File: src/rtl/des_pkg.sv
// Shared DES constants: PC-1/PC-2 selection tables, the left-shift schedule,
// the key-schedule state encoding and 28-bit half rotation helpers.
package des_pkg;

  typedef enum logic [0:0] {
    ST_IDLE = 1'b0,
    ST_RUN  = 1'b1
  } state_t;

  // Entries are DES bit numbers (1 = MSB of the source word).
  localparam logic [6:0] PC1 [0:55] = '{
    7'd57, 7'd49, 7'd41, 7'd33, 7'd25, 7'd17, 7'd9,
    7'd1,  7'd58, 7'd50, 7'd42, 7'd34, 7'd26, 7'd18,
    7'd10, 7'd2,  7'd59, 7'd51, 7'd43, 7'd35, 7'd27,
    7'd19, 7'd11, 7'd3,  7'd60, 7'd52, 7'd44, 7'd36,
    7'd63, 7'd55, 7'd47, 7'd39, 7'd31, 7'd23, 7'd15,
    7'd7,  7'd62, 7'd54, 7'd46, 7'd38, 7'd30, 7'd22,
    7'd14, 7'd6,  7'd61, 7'd53, 7'd45, 7'd37, 7'd29,
    7'd21, 7'd13, 7'd5,  7'd28, 7'd20, 7'd12, 7'd4
  };

  localparam logic [5:0] PC2 [0:47] = '{
    6'd14, 6'd17, 6'd11, 6'd24, 6'd1,  6'd5,
    6'd3,  6'd28, 6'd15, 6'd6,  6'd21, 6'd10,
    6'd23, 6'd19, 6'd12, 6'd4,  6'd26, 6'd8,
    6'd16, 6'd7,  6'd27, 6'd20, 6'd13, 6'd2,
    6'd41, 6'd52, 6'd31, 6'd37, 6'd47, 6'd55,
    6'd30, 6'd40, 6'd51, 6'd45, 6'd33, 6'd48,
    6'd44, 6'd49, 6'd39, 6'd56, 6'd34, 6'd53,
    6'd46, 6'd42, 6'd50, 6'd36, 6'd29, 6'd32
  };

  // SHIFTS[k] is the rotation applied to produce key K(k+1).
  localparam logic [1:0] SHIFTS [0:15] = '{
    2'd1, 2'd1, 2'd2, 2'd2, 2'd2, 2'd2, 2'd2, 2'd2,
    2'd1, 2'd2, 2'd2, 2'd2, 2'd2, 2'd2, 2'd2, 2'd1
  };

  function automatic logic [27:0] rotl28(input logic [27:0] x, input logic [1:0] amt);
    logic [27:0] r;
    case (amt)
      2'd1:    r = {x[26:0], x[27]};
      2'd2:    r = {x[25:0], x[27:26]};
      default: r = x;
    endcase
    return r;
  endfunction

  function automatic logic [27:0] rotr28(input logic [27:0] x, input logic [1:0] amt);
    logic [27:0] r;
    case (amt)
      2'd1:    r = {x[0], x[27:1]};
      2'd2:    r = {x[1:0], x[27:2]};
      default: r = x;
    endcase
    return r;
  endfunction

endpackage

File: src/rtl/des_pc2.sv
// Permuted Choice 2: selects the 48 subkey bits from the 56-bit {C,D} pair.
module des_pc2
  import des_pkg::*;
(
  input  logic [55:0] cd,
  output logic [47:0] subkey
);

  // Pure bit selection; source index converts DES numbering to vector index.
  always_comb begin
    subkey = 48'd0;
    for (int i = 0; i < 48; i++) begin
      subkey[47-i] = cd[6'd56 - PC2[i]];
    end
  end

endmodule

File: src/rtl/des_key_schedule.sv
// Iterative DES key schedule: PC-1 on load, then one PC-2 subkey per handshake
// in encrypt (K1..K16) or decrypt (K16..K1) order.
module des_key_schedule
  import des_pkg::*;
(
  input  logic        clk,
  input  logic        rst,
  input  logic [63:0] key_in,
  input  logic        decrypt,
  input  logic        load,
  input  logic        subkey_ready,
  output logic [47:0] subkey_out,
  output logic        subkey_valid,
  output logic [3:0]  round_num,
  output logic        busy,
  output logic        done
);

  state_t      state_r;
  logic [27:0] c_r, d_r;
  logic [3:0]  cnt_r;
  logic        dec_r;
  logic        done_r;

  logic [55:0] pc1_s;
  logic [47:0] pc2_s;
  logic [1:0]  amt_s;
  logic [27:0] c_next_s, d_next_s;

  // PC-1 selection from the incoming key; parity bits are simply never picked.
  always_comb begin
    pc1_s = 56'd0;
    for (int i = 0; i < 56; i++) begin
      pc1_s[55-i] = key_in[6'(7'd64 - PC1[i])];
    end
  end

  // Next rotation; at cnt 15 the encrypt index wraps but the result is unused.
  always_comb begin
    if (dec_r) begin
      amt_s    = SHIFTS[4'd15 - cnt_r];
      c_next_s = rotr28(c_r, amt_s);
      d_next_s = rotr28(d_r, amt_s);
    end else begin
      amt_s    = SHIFTS[cnt_r + 4'd1];
      c_next_s = rotl28(c_r, amt_s);
      d_next_s = rotl28(d_r, amt_s);
    end
  end

  des_pc2 u_pc2 (
    .cd     ({c_r, d_r}),
    .subkey (pc2_s)
  );

  // Control FSM and C/D half registers.
  always_ff @(posedge clk or posedge rst) begin
    if (rst) begin
      state_r <= ST_IDLE;
      c_r     <= 28'd0;
      d_r     <= 28'd0;
      cnt_r   <= 4'd0;
      dec_r   <= 1'b0;
      done_r  <= 1'b0;
    end else begin
      done_r <= 1'b0;
      case (state_r)
        ST_IDLE: begin
          if (load) begin
            dec_r   <= decrypt;
            cnt_r   <= 4'd0;
            state_r <= ST_RUN;
            // Decrypt starts at C16/D16, which equal C0/D0 after 28 total shifts.
            if (decrypt) begin
              c_r <= pc1_s[55:28];
              d_r <= pc1_s[27:0];
            end else begin
              c_r <= rotl28(pc1_s[55:28], 2'd1);
              d_r <= rotl28(pc1_s[27:0], 2'd1);
            end
          end
        end
        ST_RUN: begin
          if (subkey_ready) begin
            c_r   <= c_next_s;
            d_r   <= d_next_s;
            cnt_r <= cnt_r + 4'd1;
            if (cnt_r == 4'd15) begin
              state_r <= ST_IDLE;
              done_r  <= 1'b1;
            end
          end
        end
        default: state_r <= ST_IDLE;
      endcase
    end
  end

  assign subkey_valid = (state_r == ST_RUN);
  assign busy         = (state_r == ST_RUN);
  assign subkey_out   = subkey_valid ? pc2_s : 48'd0;
  assign round_num    = cnt_r;
  assign done         = done_r;

endmodule

File: config.mk
export PLATFORM = sky130hd
export DESIGN_NAME = des_key_schedule
export DESIGN_NICKNAME = d
export VERILOG_FILES = /design/src/rtl/des_pkg.sv /design/src/rtl/des_pc2.sv /design/src/rtl/des_key_schedule.sv
export SDC_FILE = /design/constraint.sdc
export NUM_CORES = 1
export LEC_CHECK = 0
export CAP_MARGIN = 10
export CORE_ASPECT_RATIO = 1.1
export CORE_UTILIZATION = 25
export CTS_CLUSTER_DIAMETER = 30
export DETAILED_ROUTE_END_ITERATION = 8
export HOLD_SLACK_MARGIN = 0.02
export PLACE_DENSITY = 0.52
export RECOVER_POWER = 25
export SKIP_LAST_GASP = 1
export SYNTH_ARGS = -nofsm -noshare
export SYNTH_HDL_FRONTEND = slang
export SYNTH_SLANG_ARGS = --single-unit
File: constraint.sdc
create_clock -name clk -period 2.5 [get_ports clk]
set_input_delay 0.375 -clock clk [delete_from_list [all_inputs] [get_ports clk]]
set_output_delay 0.375 -clock clk [all_outputs]
set_load 0.05 [all_outputs]
After elaboration in Yosys (flattened, before gate mapping)
Memories as Yosys holds them, arrays and structs flattened.
Cells that the tools add are included.
W data, S select, Z words.
{ "totals": {"regBits": 63, "rom_bits": 64, "out_inout_bits": 55, "memories": 2} }
{ "memory_table": {"columns": ["memory", "words", "word_bits", "rd", "rd_clocked_by_memory_dff", "wr", "line_no", "source"], "rows": [
  ["(no name shown)", 16, 2, 1, 0, 0, "des_key_schedule.sv:45", "amt_s = SHIFTS[cnt_r + 4'd1];"],
  ["(no name shown)", 16, 2, 1, 0, 0, "des_key_schedule.sv:41", "amt_s = SHIFTS[4'd15 - cnt_r];"]
]} }
{ "op_classes": {"add_sub_neg": 2, "order_cmp": 2, "eq_ne": 9, "n_mux": 29, "n_bitwise": 3, "n_reduce_logical": 3} }
{ "op_table": {"columns": ["cell", "count"], "rows": [
  ["$pmux W28 S2", 6],
  ["$mux W28", 8],
  ["$mux W48", 1],
  ["$ge A5 B5 Y1 const B", 2],
  ["$not A4 Y5", 2],
  ["$mux W2", 4],
  ["$mux W4", 2],
  ["$pmux W4 S2", 1],
  ["$mux W1", 6],
  ["$add A4 B1 Y4 const B", 1],
  ["$eq A2 B1 Y1 const B", 2],
  ["$eq A2 B2 Y1 const B", 2],
  ["$eq A4 B4 Y1 const B", 1],
  ["$ne A2 B2 Y1 const B", 2],
  ["$ne A4 B1 Y1 const B", 1],
  ["$ne A4 B2 Y1 const B", 1],
  ["$reduce_and A2 Y1", 2],
  ["$reduce_and A4 Y1", 1],
  ["$sub A4 B4 Y4 const A", 1],
  ["$pmux W1 S2", 1],
  ["$not A1 Y1", 1]
]} }

Depth between registers and ports, before layout
Gate-level depths: netlist of run 1.
{ "logic_depth": {"depth_word": 10, "ltp_mapped": 13, "mapped_depth_nobuf": 11} }

Modules after synthesis
A second synthesis of run 1 with hierarchy kept.
{ "unflattened": {"cells_unflattened": 780, "hier_area_um2": 6145.9} }
{ "modules_own_cells": {"columns": ["mod", "n_inst", "cells_per_inst", "area_per_inst_um2", "seq_area_each_um2"], "rows": [
  ["des_key_schedule", 1, 732, 5785.5, 1576.5],
  ["des_pc2", 1, 48, 360.3, 0.0]
]} }

Worst setup path after synthesis of run 1
Ideal clock, no wire load.
{ "synth_path": {"kind": "flip-flop to flip-flop", "start": "register cnt_r[0], in the netlist round_num[0]", "end": "register d_r[4]", "setup_ns": 0.126, "arrival_ns": 2.870, "path_slack_ns": -0.495, "stages_incl_launch_ff": 14, "cell_sequence": "dfrtp_1 inv_1 ha_1 nor2b_1 a21oi_1 o22ai_1 a21oi_1 ha_1 buf_2 buf_2 buf_2 a211o_1 a31oi_1 a21oi_1"} }
{ "synth_between": {"elab_chain_cells": 10, "elab_cells_between_ends": 22, "cone_classes": "add/sub: 2; eq/ne: 6; mux: 9; bitwise: 2; reduce/logical: 1; memory: 2"} }
{ "synth_rtl": {"columns": ["item", "line_no", "source"], "rows": [
  ["start, declared", "des_key_schedule.sv:21", "logic [3:0] cnt_r;"],
  ["start signal, assigned", "des_key_schedule.sv:87", "cnt_r <= cnt_r + 4'd1;"],
  ["$add A4 B1 Y4 or $sub A4 B4 Y4 (tied branches)", "des_key_schedule.sv:45, des_key_schedule.sv:41", null],
  ["$not A4 Y5, on equally long branches", "des_key_schedule.sv:45, des_key_schedule.sv:41", null],
  ["$mem_v2 Z16 W2, on equally long branches", null, null],
  ["$mux W2, on equally long branches (2 in series)", "des_key_schedule.sv:45, des_key_schedule.sv:41", null],
  ["$eq A2 B2 Y1 (tied with other cells)", "des_pkg.sv:41", "case (amt)"],
  ["$pmux W28 S2, on equally long branches", "des_pkg.sv:41, des_pkg.sv:51", null],
  ["$mux W28", "des_key_schedule.sv:40", "if (dec_r) begin"],
  ["$mux W28", "des_key_schedule.sv:84", "if (subkey_ready) begin"],
  ["$pmux W28 S2", "des_key_schedule.sv:67", "case (state_r)"],
  ["end signal, assigned", "des_key_schedule.sv:76", "d_r <= pc1_s[27:0];"],
  ["end signal, assigned", "des_key_schedule.sv:79", "d_r <= rotl28(pc1_s[27:0], 2'd1);"],
  ["end signal, assigned", "des_key_schedule.sv:86", "d_r <= d_next_s;"],
  ["end, declared", "des_key_schedule.sv:20", "logic [27:0] c_r, d_r;"]
]} }
Several ways; a longest one is shown, not always the timed one. The select of a mux whose other input is x is not followed.
A chain may end at the register's enable or synchronous reset.

Worst setup path in the final report of run 1
{ "layout_path": {"start": "register cnt_r[0], in the netlist round_num[0]", "end": "register d_r[26]"} }
The elaborated chain is that of the path after synthesis.

==> results of run 1 <==
==> Yosys cell counts <==
cell type / count / area, sq um
nor4_1: 1 / 6.26
mux2_2: 1 / 11.3
a31oi_1: 56 / 350
nand4_1: 1 / 6.26
nor2b_1: 58 / 363
ha_1: 8 / 100
a21oi_1: 61 / 305
a32o_1: 1 / 10.0
buf_2: 31 / 155
a211o_1: 56 / 490
buf_4: 5 / 37.5
inv_1: 4 / 15.0
o22ai_1: 2 / 12.5
buf_6: 4 / 45.0
mux2_4: 1 / 15.0
mux2i_1: 115 / 1150
o21bai_2: 1 / 11.3
nor2_1: 115 / 432
clkbuf_1: 24 / 90.1
o21a_1: 2 / 15.0
nand2_1: 60 / 225
a21boi_0: 1 / 7.51
nand3_1: 2 / 10.0
dfrtp_1: 63 / 1580
and2_1: 48 / 300
o21ai_0: 3 / 15.0
buf_1: 8 / 30.0
==> stage by stage <==
step / instance area [sq um] / hold WS (ns)
final: 8720 / 0.528
after global routing: 8720 / 0.561
after CTS: 8470 / 0.319
after detailed placement: 7630 / 0.599
after global placement: 7630 / 0.591
after floorplan: 5870 / 0.532
==> sequential cells by signal, indices dropped and copies added (netlist names) <==
register,count
done,1
dec_r,1
round_num,4
busy,1
c_r,28
d_r,28
==> cell usage in the layout, fill, tap and decap left out, types with 2 or more instances in the layout <==
| cell type | count |
|---|---|
| a21oi_4 | 2 |
| a31oi_1 | 54 |
| dfrtp_4 | 2 |
| nor2b_1 | 57 |
| inv_1 | 2 |
| buf_4 | 52 |
| a31oi_2 | 2 |
| inv_2 | 2 |
| clkdlybuf4s50_1 | 63 |
| buf_6 | 2 |
| o21a_1 | 2 |
| clkinv_2 | 2 |
| a21oi_2 | 36 |
| o21ai_0 | 3 |
| mux2i_1 | 115 |
| ha_4 | 3 |
| nor2_2 | 22 |
| dfrtp_1 | 59 |
| nor2_1 | 87 |
| nand3_1 | 2 |
| buf_12 | 40 |
| ha_1 | 4 |
| bufinv_16 | 3 |
| a211o_1 | 56 |
| and2_1 | 48 |
| nand2_1 | 60 |
| a21oi_1 | 23 |
| clkbuf_16 | 12 |
| buf_16 | 10 |
| dfrtp_2 | 2 |
| nor2_4 | 6 |
==> worst paths after layout <==
check / start / to / slack (ns) / depth (start not counted)
worst min register to register: c_r[3] / c_r[3] / 0.60 / 2
worst min-delay path: rst / c_r[7] / 0.53 / 2
max in group asynchronous: rst / d_r[22] / 0.83 / 3
worst max-delay path: round_num[0] / d_r[26] / -0.08 / 13
min in group clk: c_r[3] / c_r[3] / 0.60 / 2
worst max register to register: round_num[0] / d_r[26] / -0.08 / 13
==> area by class of cell <==
class / count / area, sq um / share of cell area
multi-input combinational: 593 / 4180 / 0.479
timing repair buffer: 173 / 2220 / 0.255
sequential: 63 / 1590 / 0.182
tap: 300 / 375 / 0.0430
clock buffer: 10 / 239 / 0.0274
clock inverter: 6 / 108 / 0.0123
inverter: 4 / 15.0 / 0.00172
==> cell families (layout without fill, tap and decap cells) <==
family,after synthesis,after routing,share of synthesized area
and+or+nand+nor,285,285,0.232
AOI/OAI and AO/OA,183,183,0.210
muxes,117,117,0.203
buffers and inverters,76,193,0.0644
DFF,63,63,0.272
adders and majority gates,8,8,0.0173
==> layer usage <==
metal | global-route usage | share of wire | vias to the layer above
met2 | 0.262 | 0.46 | 156
li1 | - | - | 2802
met3 | 0.0333 | 0.053 | 21
met4 | 0.0548 | 0.017 | 0
met5 | 0 | 0 | -
met1 | 0.211 | 0.46 | 2786
==> repair_timing <==
item,CTS,global route
resized for setup,51,51
buffers inserted,9,1
pin swaps,6,7
endpoints found under the setup margin,56,56
gates cloned,10,4
==> impl_metrics.tcl, run 1 <==
set metrics [dict create \
    num_rows 58 \
    pre_cts_ws_ns -0.136 \
    crit_buf_inv 3 \
    globalplace.congestion 0.745 \
    drt-pass1-iter-count 5 \
    status "finished with violations" \
    ys_ff_latch 63 \
    endpoint_kind "flip-flop" \
    grt_pass1_vias 5633 \
    cts-root-buf "clkbuf_16" \
    ys_types 27 \
    core-area_sq_mm 0.0228 \
    start_util 0.254 \
    drv_slew 0 \
    post-place-cells 1111 \
    required_ns 2.76 \
    yosysWarnings 0 \
    cts.clk_slew.worst_paths_ns 0.06 \
    cp_max_fo 7 \
    grt_max_degree 58 \
    drt-initial-drc-count 298 \
    hold_buffers 0 \
    avgRoutedWirePerCell_um 17.2 \
    grt_pass1_wl_um 30500 \
    nNetsFinal 921 \
    fp.dieH_um 162 \
    antenna_found_initial 0 \
    hold_path.class "in2async" \
    critical-path-top-delay-family "compound AO/OA/AOI/OAI gates" \
    syn-num-nets 809 \
    slew_headroom 0.482 \
    cp_slowest_cell "dfrtp_2" \
    worst_pin_slew_ns 0.777 \
    fmax_mhz 388 \
    drive_gt1_frac 0.246 \
    route.detailed.drc 0 \
    ios 124 \
    cts_tree "yes" \
    syn_to_final_growth_pct 50.7 \
    tns_ns -2.68 \
    finalWorstSetupSlack_ns -0.0776 \
    cts_max_level 3 \
    syn_inst 732 \
    violations "negative setup slack" \
    post-route-util 0.383 \
    timing.max_cap.violations 0 \
    avgSynthCellArea_sq_um 7.91 \
    worst_setup_path_start_kind "flip-flop" \
    cp_cell_sequence "inv_2 > ha_4 > nor2b_4 > a21oi_2 > o22ai_2 > a21oi_2 > ha_4 > mux2_4 > o21bai_4 > buf_6 > buf_12 > nor2_1 > a21oi_1" \
    grt_use_total 0.161 \
    overflow 0 \
    setup_viol 56 \
    clock_latency_ns 0.34 \
    seq_area_frac_synth 0.272 \
    io_buffer_count 115 \
    grt_setup_unrepaired "true" \
    numCtsBuffers 9 \
    slowest_delay_ns 0.43 \
    finalHoldViolations 0 \
    diodes 0 \
    clk_path_buf_depth 2 \
    fin_cells 1149 \
    worstSetupPathType "reg2reg" \
    vias 5765 \
    dieWidth_um 147 \
    nFillCells 2317 \
    period_needed_ns 2.58 \
    die_area_sq_mm 0.0238 \
    skew_ns 0.00469 \
    crit_arrival_ns 2.84 \
    wl_um 19700 \
    ant_nets 0 \
    synth_area_sq_mm 0.00579 \
    final.period_utilization 1.03 \
    cts.sink_count 63 \
    via_per_inst 5.02 \
    dp_hpwl_um 11600 \
]
Power of run 1 is left out: the tool's default activity adds up to more than one toggle a clock period on the data nets, which glitch-free logic cannot reach.
==> run 2, diff against run 1 <==
PLACE_DENSITY = 0.47   (was 0.52)
SYNTH_HIERARCHICAL = 1   (was not set)
==> run 2 against run 1 <==
Net effect:
- the run ends with max-capacitance violations, max-slew violations, negative setup slack left
- fmax shrank 0.57%
- register-to-register slack is essentially flat
- routed wire length shrank 2.4%
- die area grew 6.1%
- critical path type unchanged
- critical endpoint is now c_r[19]
==> impl_metrics.tcl, run 2 <==
set metrics [dict create \
    fmax_mhz 386 \
    drive_gt1_frac 0.185 \
    vias 5662 \
    yosys-top-cells-count "mux2i_1 (115), nor2_1 (115), dfrtp_1 (63)" \
    setup_viol 56 \
    worst_pin_slew_ns 1.79 \
    finalWorstSetupSlack_ns -0.0923 \
    dpl-instance-area_sq_mm 0.00756 \
    synth_ff_type "dfrtp_1" \
    grt_use_total 0.150 \
    wl_um 19300 \
    overflow 0 \
    crit_arrival_ns 2.86 \
    multi_input_area_sq_mm 0.00400 \
    diodes 0 \
    fp.dieH_um 166 \
    seq_area_frac_synth 0.257 \
    ios 124 \
    die_area_sq_mm 0.0252 \
    drt-pass1-iter-count 4 \
    min_from "d_r[18]" \
    crit_buf_inv 4 \
    syn_inst 780 \
    cp_cell_sequence "inv_2 > ha_4 > nor2b_4 > a21oi_2 > o22ai_2 > a21oi_2 > ha_4 > mux2_4 > o21bai_4 > buf_12 > buf_8 > clkbuf_16 > nor2_2 > a21oi_1" \
    pre_cts_ws_ns -0.152 \
    fin_cells 1143 \
    via_per_inst 4.95 \
    worstSetupPathType "reg2reg" \
    final.period_utilization 1.04 \
    globalplace.congestion 0.733 \
    holdWs_ns 0.607 \
    skew_ns 0.00570 \
    grt_pass1_wl_um 29600 \
    ys_ff_latch 63 \
    hold_path.class "reg2reg" \
    synth_area_sq_mm 0.00615 \
    post-place-cells 1109 \
    drt-initial-drc-count 257 \
    clock_latency_ns 0.34 \
    nNetsFinal 910 \
    drv_slew 64 \
    timing.max_cap.violations 1 \
    dieWidth_um 151 \
    synth_area_leaders "dfrtp_1 (26%), mux2i_1 (19%), a211o_1 (8.0%), nor2_1 (7.0%), buf_4 (6.5%)" \
    cp_max_fo 7 \
    cts.clk_slew.worst_paths_ns 0.06 \
    cp_slowest_cell "dfrtp_2" \
    syn_to_final_growth_pct 35.6 \
    critical-path-top-delay-family "compound AO/OA/AOI/OAI gates" \
    required_ns 2.76 \
    route.detailed.drc 0 \
    violations "max-capacitance violations, max-slew violations, negative setup slack" \
    slew_headroom -0.193 \
    io_buffer_count 115 \
    slowest_delay_ns 0.39 \
    ant_nets 0 \
    endpoint_kind "flip-flop" \
    period_needed_ns 2.59 \
    worst_setup_path_start_kind "flip-flop" \
    clk_path_buf_depth 2 \
    cts_max_level 3 \
    grt_pass1_vias 5317 \
    yosysWarnings 6 \
    status "finished with violations" \
    syn-num-nets 857 \
    dp_hpwl_um 11700 \
    start_util 0.257 \
    reg2reg_from "round_num[0]" \
    async_flop_share 1.00 \
    hold_buffers 0 \
    synth_area_leader_cell "dfrtp_1" \
    r2r_setup_slack_ns -0.09 \
    final_common_cell "mux2i_1" \
    cts-root-buf "clkbuf_16" \
    avgRoutedWirePerCell_um 16.9 \
    fin_area_sq_mm 0.00833 \
    finalHoldViolations 0 \
    ys_types 27 \
    avgSynthCellArea_sq_um 7.88 \
    crit_start "round_num[0]" \
    cts.sink_count 63 \
    core-area_sq_mm 0.0239 \
    grt_max_degree 67 \
    numCtsBuffers 9 \
    synth.top_cell.area_share 0.257 \
    synth_edf_count 0 \
    grt_setup_unrepaired "true" \
    seqCellArea_sq_mm 0.00159 \
    layout_common_cells "mux2i_1 (115), nor2_1 (104), clkdlybuf4s50_1 (64)" \
    num_rows 59 \
    antenna_found_initial 0 \
    nFillCells 2530 \
    cts_tree "yes" \
]
==> run 2: area by class of cell <==
type                       instances  share of cell area
multi-input combinational        593               0.480
timing repair buffer             162               0.242
clock buffer                      11              0.0303
clock inverter                     5             0.00961
inverter                           4             0.00180
tap                              305              0.0458
sequential                        63               0.190
==> run 2: layer usage <==
layer	routed length, um	up-vias	global-route usage
met5	0	-	0
met4	214	0	0.0413
met3	815	12	0.0219
met2	9060	139	0.240
met1	9180	2721	0.208
li1	-	2790	-
==> run 2: cells by family (layout without fill, tap and decap cells) <==
group           Yosys count  after routing  share of synthesized area
simple gates            285            285                      0.218
buf+inv                 124            182                      0.119
fa+ha+maj                 8              8                     0.0163
mux                     117            117                      0.192
flops                    63             63                      0.257
compound gates          183            183                      0.198
==> run 2: per-stage QoR <==
step / utilization / setup TNS (ns)
after global routing: 0.348 / -11.33
after CTS: 0.339 / -4.10
after global placement: 0.316 / -4.19
after floorplan: - / -3.61
after detailed placement: 0.316 / -6.08
final: 0.348 / -2.80
==> run 2: what timing repair did <==
item,in CTS,in global routing
gates cloned,4,5
setup buffers,6,5
endpoints found under the setup margin,56,56
gates resized for setup,13,27
pin swaps,0,7
==> run 2: path summary, 6_finish.rpt <==
kind,to,depth (start not counted)
min in group asynchronous,c_r[7],3
max in group asynchronous,busy,3
worst max-delay path,c_r[19],14
worst min-delay path,d_r[18],2
worst max register to register,c_r[19],14
worst min register to register,d_r[18],2
==> run 2: worst min-delay path: cells and delay by family (launching register included) <==
family             cells  cell delay, ns
DFF                    1            0.42
and+or+nand+nor        1            0.11
AOI/OAI and AO/OA      1            0.04
Power of run 2 is left out for the same reason.
==> run 3, diff against run 2 <==
MAX_ROUTING_LAYER = met4   (was not set)
==> run 3 against run 2 <==
Net effect:
- the run still ends with max-capacitance violations, max-slew violations, negative setup slack left
- via count is 0.18% lower
- register-to-register slack hardly changed
- first-iteration DRC count is 6.6% higher
- critical path depth stayed put
- non-clock buffer count stayed put
- sequential cell count stayed put
- routed wire length is 0.47% lower
- hold slack better by 0.0051 ns
- largest cell class unchanged
==> impl_metrics.tcl, run 3 (synthesis gave the netlist of run 2 again) <==
set metrics [dict create \
    via_per_inst 4.94 \
    cp_cell_sequence "inv_2 > ha_4 > nor2b_4 > a21oi_2 > o22ai_2 > a21oi_2 > ha_4 > mux2_4 > o21bai_4 > buf_12 > buf_8 > clkbuf_16 > nor2_1 > a21oi_1" \
    worst_pin_slew_ns 1.79 \
    status "finished with violations" \
    cts-root-buf "clkbuf_16" \
    slowest_delay_ns 0.39 \
    cts_tree "yes" \
    diodes 0 \
    drt-initial-drc-count 274 \
    required_ns 2.77 \
    drv_slew 64 \
    globalplace.congestion 0.742 \
    fmax_mhz 387 \
    cp_slowest_cell "dfrtp_2" \
    overflow 0 \
    pre_cts_ws_ns -0.152 \
    grt_pass1_vias 5316 \
    clock_latency_ns 0.34 \
    period_needed_ns 2.58 \
    drt-pass1-iter-count 4 \
    num_rows 59 \
    avgRoutedWirePerCell_um 16.8 \
    worst_setup_path_start_kind "flip-flop" \
    timing.max_cap.violations 1 \
    crit_buf_inv 4 \
    endpoint_kind "flip-flop" \
    cts.sink_count 63 \
    route.detailed.drc 0 \
    final.period_utilization 1.03 \
    post-place-cells 1109 \
    grt_use_total 0.154 \
    vias 5652 \
    antenna_found_initial 0 \
    wl_um 19200 \
    hold_path.class "reg2reg" \
    core-area_sq_mm 0.0239 \
    worstSetupPathType "reg2reg" \
    violations "max-capacitance violations, max-slew violations, negative setup slack" \
    die_area_sq_mm 0.0252 \
    grt_pass1_wl_um 29600 \
    slew_headroom -0.196 \
    numCtsBuffers 9 \
    syn_to_final_growth_pct 35.4 \
    start_util 0.257 \
    fp.dieH_um 166 \
    clk_path_buf_depth 2 \
    nNetsFinal 910 \
    finalHoldViolations 0 \
    cts_max_level 3 \
    drive_gt1_frac 0.180 \
    critical-path-top-delay-family "compound AO/OA/AOI/OAI gates" \
    final_common_cell "mux2i_1" \
    setup_viol 56 \
    finalWorstSetupSlack_ns -0.0818 \
    ios 124 \
    cts.clk_slew.worst_paths_ns 0.06 \
    grt_setup_unrepaired "true" \
    cp_max_fo 7 \
    fin_cells 1143 \
    skew_ns 0.00417 \
    io_buffer_count 115 \
    hold_buffers 0 \
    dieWidth_um 151 \
    layout_common_cells "mux2i_1 (115), nor2_1 (108), clkdlybuf4s50_1 (64)" \
    dp_hpwl_um 11700 \
    crit_arrival_ns 2.85 \
    holdWs_ns 0.612 \
    ant_nets 0 \
    grt_max_degree 67 \
]
[run 3: cell count changes in the layout (fill, tap and decap cells not counted)]
cell,delta
nor2_1,+4
nor2_2,-4
[run 3: cell type report]
type,count,area (sq um)
clock inverters,5,80.1
inverters,4,15.0
well taps,305,382
multi-input cells,593,3990
fillers,2530,15600
repair buffers,162,2020
clock buffers,11,253
flip-flops and latches,63,1590
[run 3: path summary, 6_finish.rpt]
check                        startpoint  endpoint  cells after the start  slack [ns]
max                        round_num[0]   c_r[10]                     14       -0.08
min                             d_r[18]   d_r[18]                      2        0.61
max reg2reg                round_num[0]   c_r[10]                     14       -0.08
min reg2reg                     d_r[18]   d_r[18]                      2        0.61
max in group asynchronous           rst      busy                      3        0.23
min in group asynchronous           rst    c_r[7]                      3        0.96
[run 3: metrics by stage]
step,utilization,TNS [ns],instance area [sq um]
global route,0.348,-11.38,8320
floorplan,-,-3.61,6230
CTS,0.339,-4.10,8110
finish,0.348,-2.65,8320
global placement,0.316,-4.19,7560
detailed placement,0.316,-6.08,7560
[run 3: worst reg2reg max path, delay by kind of cell, from the launching register on]
kind	cells	cell delay, ns
AND/OR/NAND/NOR	2	0.09
AO/OA/AOI/OAI	5	0.76
flip-flops	1	0.39
adder cells (fa/ha/maj)	2	0.52
multiplexers	1	0.28
buffers and inverters	4	0.48
[run 3: repair_timing]
| action | 4_1_cts | 5_1_grt |
|---|---|---|
| pin swaps | 0 | 7 |
| buffers inserted | 6 | 5 |
| endpoints found under the setup margin | 56 | 56 |
| cloned | 4 | 5 |
| gates resized for setup | 13 | 23 |
[run 3: routing by layer]
layer / routed length (um) / GRT usage / up-vias
met5: 0 / - / -
met4: 208 / 0.0413 / 0
met3: 762 / 0.0203 / 12
met2: 9080 / 0.240 / 134
met1: 9120 / 0.208 / 2721
li1: - / - / 2785
Power of run 3 is left out for the same reason.
==> RTL edit (settings of run 1) <==
Add an input register stage for `key_in` and `subkey_ready`, without a reset; this delays them by one clock. The other inputs are not delayed to match.
--- a/src/rtl/des_key_schedule.sv
+++ b/src/rtl/des_key_schedule.sv
@@ -17,4 +17,12 @@
 );
 
+  logic [63:0] key_q;
+  logic subkey_ready_q;
+
+  always_ff @(posedge clk) begin
+    key_q          <= key_in;
+    subkey_ready_q <= subkey_ready;
+  end
+
   state_t      state_r;
   logic [27:0] c_r, d_r;
@@ -32,5 +40,5 @@
     pc1_s = 56'd0;
     for (int i = 0; i < 56; i++) begin
-      pc1_s[55-i] = key_in[6'(7'd64 - PC1[i])];
+      pc1_s[55-i] = key_q[6'(7'd64 - PC1[i])];
     end
   end
@@ -82,5 +90,5 @@
         end
         ST_RUN: begin
-          if (subkey_ready) begin
+          if (subkey_ready_q) begin
             c_r   <= c_next_s;
             d_r   <= d_next_s;
Behaviour: not the same (a bounded check fails within 4 cycles, from zero or initial values and one cycle with rst high).
==> RTL edit against run 1 <==
- the run still ends with setup timing left
- cell count increased by 9.7%
- sequential cell count increased by 57
- critical path depth decreased by 1
- cell area increased by 11%
- non-clock buffer count decreased by 22
- routed wire length increased by 0.73%
- setup slack improved by 0.012 ns
- synthesized cell count increased by 8.1%
- sequential share of layout area increased by 9.9 points
- core utilization decreased by 2.5 points
- area after synthesis increased by 21%
==> RTL edit: results (changes against run 1) <==
[setup_path]
arrival_ns=2.92  ; +0.08 ns
path_delay_family=buffers and inverters
critPathMaxStageDelay_ns=0.47  ; +0.04 ns
crit_fanout=28  ; +21

[hold_path]
hold_class=input port to async pin

[final_layout]
top_regs=key_q: 56 flops, c_r: 28 flops, d_r: 28 flops
nNetsFinal=967  ; +5.0%
fillerInstances=2800  ; +21%
drive_above_1_share_pct=16.9  ; -7.7 points

[placed_design]
dp_cells=1218  ; +9.6%
placed_area_um2=8800  ; +15%
gp_congestion=0.758  ; +1.7%
dp_slack_ns=-0.0587  ; +0.0770 ns
place_hpwl_mm=12.6  ; +8.5%

[detailed_routing]
wirelength_mm=19.9  ; +0.73%
num_vias=5998  ; +4.0%
dr.pass1.iters=4  ; -1
wl_met3_um=710  ; -32%
dr_wl_met2_mm=9.46  ; +3.2%
ant_nets=0  ; unchanged
wire_per_inst_um=15.8  ; -8.2%
wl_met1_mm=9.43  ; +2.7%
drt_iter0_drc=379  ; +27%

[logic_synthesis]
async_flop_share_pct=52.5  ; -48 points
ys_seq_area_share_pct=39.0  ; +12 points
synth_cell_types=33  ; +22%
synthesis.nets=868  ; +7.3%
synthTopCellsByCount=nor2_1 (116), mux2i_1 (113), dfrtp_1 (63), nand2_1 (62), dfxtp_1 (57)
syn_inst=791  ; +8.1%
synthTopCellsByArea=dfrtp_1 (23%), dfxtp_1 (16%), mux2i_1 (16%)

[timing]
tightest_slew_ns=0.666  ; -0.111 ns
setup_ws_ns=-0.0652  ; +0.0124 ns
finalSetupViolCount=53  ; -5.4%
fin_skew_ns=0.0117  ; +0.00699 ns

[outcome]
status=finished with violations
violations=setup timing

[clock_tree]
htree_levels=4  ; +1
numCtsBuffers=17  ; +8
clkLatencyLatePin_ns=0.42  ; +0.08 ns

[grt]
met3_usage_pct=2.81  ; -0.52 points
busiest_layer=met2
grt_usage_pct=13.8  ; -2.3 points
use_met2_pct=22.8  ; -3.4 points
antenna_found_initial=1  ; +1
grt_pass1_vias=5909  ; +4.9%
met1_usage_pct=18.0  ; -3.1 points
grt_pass1_wl_mm=31.5  ; +3.5%
grt_max_degree=61  ; +5.2%

==> RTL edit: cell types whose count changed in the layout (fill, tap and decap cells not counted), sizes merged, moves of 2 or more <==
cell,run 1,this run
nand2,60,62
clkbuf,14,23
mux2i,115,113
a21oi,61,57
inv,4,9
o21ai,3,8
nor2b,58,56
dfxtp,0,57
dlygate4sd3,1,45
a22oi,0,2
clkinvlp,1,3
clkdlybuf4s50,63,19
buf,105,83
o21a,2,0
==> RTL edit: worst paths after layout <==
kind | depth (start not counted) | to | slack [ns] | start
max | 12 | d_r[14] | -0.07 | round_num[0]
min | 3 | c_r[17] | 0.34 | rst
max reg2reg | 12 | d_r[14] | -0.07 | round_num[0]
min reg2reg | 2 | done | 0.58 | subkey_ready_q
max in group asynchronous | 3 | d_r[27] | 1.56 | rst
min in group clk | 1 | key_q[2] | 0.40 | key_in[2]
==> RTL edit: repair_timing <==
action,4_1_cts,5_1_grt
resized for setup,14,5
pin swaps,1,0
endpoints found under the setup margin,56,56
cloned,2,4
buffers inserted,2,2
==> RTL edit: tightest hold or removal path: stages <==
cell             delay [ns]
clkdlybuf4s50_1        0.42
inv_2                  0.06
buf_4                  0.28
==> RTL edit: logic make-up (layout without fill, tap and decap cells) <==
| kind of cell | after synthesis | count (layout) | synth area share, % |
|---|---|---|---|
| XOR/XNOR | 1 | 1 | 0.126 |
| adder cells (fa/ha/maj) | 8 | 8 | 1.44 |
| buffers and inverters | 77 | 189 | 5.35 |
| AO/OA/AOI/OAI | 183 | 183 | 18.2 |
| AND/OR/NAND/NOR | 287 | 287 | 19.3 |
| other | 0 | 1 | 0 |
| multiplexers | 115 | 115 | 16.6 |
| flip-flops | 120 | 120 | 39.0 |
==> RTL edit: layout make-up <==
type / instances / area [µm²] / area share [%]
timing repair buffer: 151 / 1910 / 19.7
tap: 357 / 447 / 4.59
clock inverter: 13 / 191 / 1.97
sequential: 120 / 2730 / 28.1
inverter: 6 / 25.0 / 0.257
clock buffer: 19 / 453 / 4.66
multi-input combinational: 594 / 3960 / 40.7
antenna: 1 / 2.50 / 0.0257
==> RTL edit: where the power goes <==
part / leakage [µW] / internal [µW] / switching [µW] / total [µW]
combinational: 0.00267 / 5310 / 5910 / 11200
sequential: 0.00115 / 2480 / 844 / 3320
clock: 0.000307 / 1730 / 992 / 2730
total: 0.00413 / 9530 / 7750 / 17300
==> RTL edit: per-stage QoR <==
step | power, µW | hold WS, ns | setup TNS (ns)
finish | 17300 | 0.342 | -1.32
global route | 18500 | 0.373 | -7.37
CTS | 17000 | 0.337 | -0.975
detailed placement | 13600 | 0.567 | -1.36
global placement | 13600 | 0.560 | -0.0324
floorplan | 10600 | 0.403 | 0
